===== src/rtl/pipe_reg_stage.sv =====
// -----------------------------------------------------------------------------
// pipe_reg_stage: one valid/data register slot of the elastic pipeline.
//
// Handshake: a beat moves from the upstream slot into this one on a clock edge
// when `advance` is high. `advance` is produced by the parent from the
// downstream chain (advance = !valid || downstream advance), so this slot
// never drops or duplicates a beat; when `advance` is low it simply holds.
//
// Ports:
//   clk       rising-edge clock
//   rst       synchronous active-high reset (clears valid; data per DATA_RESET)
//   flush     synchronous clear of the valid bit, data untouched
//   advance   this slot may load from upstream on the next edge
//   up_valid  valid bit offered by the upstream slot (or pipeline input)
//   up_data   data offered by the upstream slot (or pipeline input)
//   valid     registered valid bit of this slot
//   data      registered data of this slot
// -----------------------------------------------------------------------------
module pipe_reg_stage #(
    parameter int               WIDTH      = 8,
    parameter int               DATA_RESET = 1,
    parameter logic [WIDTH-1:0] RST_VAL    = '0
) (
    input  logic             clk,
    input  logic             rst,
    input  logic             flush,
    input  logic             advance,
    input  logic             up_valid,
    input  logic [WIDTH-1:0] up_data,
    output logic             valid,
    output logic [WIDTH-1:0] data
);

    // Data only loads on a real beat so bubbles never overwrite held data.
    logic load_data;
    assign load_data = !flush && advance && up_valid;

    always_ff @(posedge clk) begin
        if (rst) begin
            valid <= 1'b0;
        end else if (flush) begin
            valid <= 1'b0;
        end else if (advance) begin
            valid <= up_valid;
        end
    end

    generate
        if (DATA_RESET != 0) begin : g_data_rst
            always_ff @(posedge clk) begin
                if (rst) begin
                    data <= RST_VAL;
                end else if (load_data) begin
                    data <= up_data;
                end
            end
        end else begin : g_data_norst
            // No reset on the data flop: rst only blocks a load in that cycle.
            always_ff @(posedge clk) begin
                if (!rst && load_data) begin
                    data <= up_data;
                end
            end
        end
    endgenerate

endmodule


===== src/rtl/pipe_reg.sv =====
// -----------------------------------------------------------------------------
// pipe_reg: DEPTH-stage elastic register pipeline with valid/ready
// back-pressure, synchronous flush and an occupancy count.
//
// Handshake (both sides): a transfer happens on a rising edge where
// valid && ready are both high. in_ready never looks at in_valid; out_valid
// and out_data are registered and hold steady while out_ready is low.
//
// Ports:
//   clk        rising-edge clock
//   rst        synchronous active-high reset, highest priority
//   flush      synchronous clear of every valid bit (data left as is)
//   in_valid   upstream beat present
//   in_ready   pipeline accepts in_data this cycle
//   in_data    upstream data, WIDTH bits
//   out_valid  last stage holds a beat
//   out_ready  downstream accepts out_data this cycle
//   out_data   last-stage data register, WIDTH bits
//   count      number of valid stages, $clog2(DEPTH+1) bits
// -----------------------------------------------------------------------------
module pipe_reg #(
    parameter int               WIDTH      = 8,
    parameter int               DEPTH      = 3,
    parameter int               DATA_RESET = 1,
    parameter logic [WIDTH-1:0] RST_VAL    = '0
) (
    input  logic                       clk,
    input  logic                       rst,
    input  logic                       flush,
    input  logic                       in_valid,
    output logic                       in_ready,
    input  logic [WIDTH-1:0]           in_data,
    output logic                       out_valid,
    input  logic                       out_ready,
    output logic [WIDTH-1:0]           out_data,
    output logic [$clog2(DEPTH+1)-1:0] count
);

    localparam int COUNT_W = $clog2(DEPTH+1);

    logic [DEPTH-1:0] valid_vec;
    logic [WIDTH-1:0] data_arr [DEPTH];
    logic [DEPTH:0]   adv;
    logic [COUNT_W-1:0] count_q;
    logic xfer_in;
    logic xfer_out;

    // Advance ripples from out_ready back towards the input: a stage moves
    // when it is empty or the stage after it moves. Kept in one process so
    // the chain is evaluated in order from the output side.
    always_comb begin
        adv        = '0;
        adv[DEPTH] = out_ready;
        for (int i = DEPTH - 1; i >= 0; i--) begin
            adv[i] = !valid_vec[i] || adv[i+1];
        end
    end

    generate
        for (genvar i = 0; i < DEPTH; i++) begin : g_stage
            logic             up_v;
            logic [WIDTH-1:0] up_d;
            if (i == 0) begin : g_first
                assign up_v = in_valid;
                assign up_d = in_data;
            end else begin : g_rest
                assign up_v = valid_vec[i-1];
                assign up_d = data_arr[i-1];
            end

            pipe_reg_stage #(
                .WIDTH      (WIDTH),
                .DATA_RESET (DATA_RESET),
                .RST_VAL    (RST_VAL)
            ) u_stage (
                .clk      (clk),
                .rst      (rst),
                .flush    (flush),
                .advance  (adv[i]),
                .up_valid (up_v),
                .up_data  (up_d),
                .valid    (valid_vec[i]),
                .data     (data_arr[i])
            );
        end
    endgenerate

    assign in_ready  = adv[0];
    assign out_valid = valid_vec[DEPTH-1];
    assign out_data  = data_arr[DEPTH-1];
    assign xfer_in   = in_valid && in_ready;
    assign xfer_out  = out_valid && out_ready;

    // Occupancy tracks transfers; flush empties the pipe even if a beat was
    // offered in the same cycle, while a concurrent output beat still counts
    // as delivered downstream.
    always_ff @(posedge clk) begin
        if (rst) begin
            count_q <= '0;
        end else if (flush) begin
            count_q <= '0;
        end else begin
            count_q <= count_q + COUNT_W'(xfer_in) - COUNT_W'(xfer_out);
        end
    end

    assign count = count_q;

    // The counter must always agree with the number of occupied stages.
    a_count_popcount : assert property (@(posedge clk) disable iff (rst)
        count_q == COUNT_W'($countones(valid_vec)));

endmodule


===== config.mk =====
export PLATFORM = sky130hd
export DESIGN_NAME = pipe_reg
export DESIGN_NICKNAME = d
export VERILOG_FILES = /design/src/rtl/pipe_reg_stage.sv /design/src/rtl/pipe_reg.sv
export SDC_FILE = /design/constraint.sdc
export NUM_CORES = 1
export LEC_CHECK = 0
export CORE_ASPECT_RATIO = 0.6
export CORE_MARGIN = 3
export CORE_UTILIZATION = 36
export CTS_CLUSTER_SIZE = 30
export DETAILED_ROUTE_END_ITERATION = 10
export DONT_BUFFER_PORTS = 1
export PLACE_DENSITY = 0.47
export SLEW_MARGIN = 10
export SYNTH_ARGS = -nofsm -noshare
export SYNTH_HDL_FRONTEND = slang
export SYNTH_HIERARCHICAL = 1
export SYNTH_SLANG_ARGS = --single-unit

===== constraint.sdc =====
create_clock -name clk -period 2.05 [get_ports clk]
set_clock_uncertainty 0.15 [all_clocks]
set_input_delay 0.1025 -clock clk [delete_from_list [all_inputs] [get_ports clk]]
set_output_delay 0.1025 -clock clk [all_outputs]
set_load 0.05 [all_outputs]

==> impl_metrics.csv <==
group,metric,value,unit
floorplanning,coreArea,3400,µm²
layout,final_cell_count_no_fill,193,
yosys,synth_seq_cells,29,
sta,fin_crit,1740,ps
layout,diodes,0,
yosys,ys_types,16,
place,place_ws,326,ps
drt,vias,873,
pwr,p_per_area,702,nW/µm²
place,io_buffer_count,0,
clock_tree,clkSlewWorstSetupHoldPaths,60,ps
global_route,grt_pass1_wl,4.21,mm
global_route,grt_max_degree,54,
yosys,ys_seq_area_share,43.4,%
worst_setup_path,critPathLaunchType,"flop",
drt,wl,2.45,mm
worst_setup_path,critical-path-max-stage-delay,490,ps
sta,slew_headroom,66.2,%
sta,fin_ws,306,ps
yosys,syn_nets,142,
sta,post-route-period-util,85.1,%
worst_setup_path,arrival,1790,ps
pwr,clockPowerShare,41.2,%
sta,rsz0062_at_grt,"no",
pwr,p_leak,0.605,nW
worst_setup_path,required,2100,ps
sta,maxSlewViolCount,0,
layout,design_area,1630,µm²
layout,nets,162,
clock_tree,numCtsBuffers,5,
clock_tree,cts_sinks,29,
sta,tightest_slew,506,ps
worst_setup_path,path_cells,"nand4b_1 > buf_4 > and3b_1 > mux2i_1",
place,placed_cells,172,
sta,setup_viol,0,
yosys,avgSynthCellArea,10.5,µm²
run,max-cap-violations,0,
place,gp_congestion,0.710,
place,dp_hpwl,1.60,mm
clock_tree,clock_path_buffers,2,
floorplanning,dieArea,4510,µm²
pwr,p_seq_share,50.9,%
global_route,antenna_found_initial,0,
worst_setup_path,path_buf_inv,1,
layout,num-fill-cells,322,
pwr,vdd_drop_max,329,µV
worst_setup_path,endpoint_kind,"flop",
worst_setup_path,critPathTopFamily,"simple AND/OR/NAND/NOR gates",
floorplanning,initial_core_util,39.3,%
clock_tree,htree_levels,2,
drt,firstDrtPassIters,4,
layout,drive_gt1_share,10.1,%
global_route,gr-total-overflow,0,
clock_tree,cts_tree,"done",
drt,vias_per_cell,4.52,
hold_path,min_path_type,"input pin to flop",
layout,syn2layout_area_growth,21.7,%
sta,timing.hold.ws,50.2,ps
worst_setup_path,crit_path_max_fanout,8,
floorplanning,die_w,84.7,µm
global_route,grt_pass1_vias,807,
yosys,syn_inst,127,
sta,hold_viol,0,
drt,wl_per_cell,12.7,µm
clock_tree,root_buffer,"clkbuf_8",
drt,drt_iter0_markers,27,
floorplanning,io-pin-count,25,
clock_tree,clk_latency,270,ps
yosys,ys_warn_count,6,
floorplanning,rows,16,
pwr,intPower,0.000899,W
worst_setup_path,slowest_stage,"and3b_1",
floorplanning,die-height,53.2,µm
pwr,p_switching,0.000245,W
worst_setup_path,ff2ff_setup_slack,310,ps
place,placed_area,1400,µm²
clock_tree,postCtsSetupRepairBufs,0,
worst_setup_path,path_class,"flop to flop",
drt,drcViolationCount,0,
pwr,switching_share,21.4,%
global_route,globalRouteTotalUtil,12.6,%
run_status,status,"complete, no violations",
drt,ant_nets,0,
yosys,synthesis.area,1340,µm²
sta,fmax,0.574,GHz
pwr,pwr-share-comb,7.9,%
flip-flops by register name, indices dropped and copies added (netlist names):
| name | cells |
|---|---|
| count | 2 |
| g_stage.u_stage/data | 24 |
| g_stage.u_stage/valid | 3 |
path summary, 6_finish.rpt:
path                              start                         end  cells past startpoint
min reg2reg  g_stage[1].u_stage/data[0]  g_stage[1].u_stage/data[0]                      2
min                           out_ready    g_stage[1].u_stage/valid                      3
max reg2reg    g_stage[2].u_stage/valid  g_stage[0].u_stage/data[6]                      4
max            g_stage[2].u_stage/valid  g_stage[0].u_stage/data[6]                      4
metal layers:
metal	routed length, µm	track usage [%]	vias up
li1	-	-	464
met1	1430	18.1	380
met2	815	15.3	25
met3	188	5.75	4
met4	22	5.53	0
met5	0	0	-
cell type report:
type / instances / area [µm²] / area share (%)
multi-input cells: 91 / 709 / 43.5
flip-flops and latches: 29 / 584 / 35.9
repair buffers: 19 / 185 / 11.4
clock buffers: 8 / 90.1 / 5.53
well taps: 45 / 56.3 / 3.46
inverters: 1 / 3.75 / 0.230
per-stage QoR:
step	setup TNS, ps	power (W)	util, %
global placement	0	0.000651	41.1
global route	0	0.00120	47.9
CTS	0	0.00117	47.9
floorplan	-219	0.000650	-
finish	0	0.00114	47.9
detailed placement	0	0.000652	41.1
worst register-to-register path: stages, from the launching register on:
cell and delay (ps):
dfxtp_4 410, nand4b_1 140, buf_4 230, and3b_1 490
mux2i_1 250
layout by cell type, fill, tap and decap left out, drive strengths merged, types with 2 or more instances in the layout:
master	synthesis	layout
nand2b	49	49
dfxtp	29	29
mux2i	27	27
dlygate4sd3	0	12
clkbuf	3	8
buf	3	7
nor3	4	4
and3b	3	3
ha	2	2
power groups by stage:
stage | Sequential [W] | Clock [W] | Combinational, W
CTS | 0.000582 | 0.000496 | 0.0000915
finish | 0.000582 | 0.000472 | 0.0000905
detailed placement | 0.000594 | 0 | 0.0000576
global route | 0.000583 | 0.000520 | 0.0000995
floorplan | 0.000597 | 0 | 0.0000530
global placement | 0.000594 | 0 | 0.0000569
logic make-up after synthesis:
family / Yosys count / synth area share [%]
flops: 29 / 43.4
fa+ha+maj: 2 / 1.87
simple gates: 61 / 29.3
mux: 27 / 20.2
buf+inv: 7 / 3.64
xor+xnor: 1 / 1.68
cells in the mapped netlist:
library cell / count / area, µm²
mux2i_1: 27 / 270
inv_1: 1 / 3.75
buf_6: 3 / 33.8
nor3_1: 3 / 15.0
nand2_1: 1 / 3.75
and2_1: 1 / 6.26
dfxtp_1: 29 / 581
nor3b_1: 1 / 7.51
ha_1: 2 / 25.0
nand2b_1: 49 / 307
nand3b_1: 1 / 7.51
and3b_1: 3 / 26.3
nor3_2: 1 / 10.0
xnor3_1: 1 / 22.5
nand4b_1: 1 / 8.76
clkbuf_1: 3 / 11.3
repair_timing:
item,in CTS,in global routing
resized for setup,0,0
hold buffers,13,0
hold endpoints to repair,29,0
(Power assumes the default switching activity.)
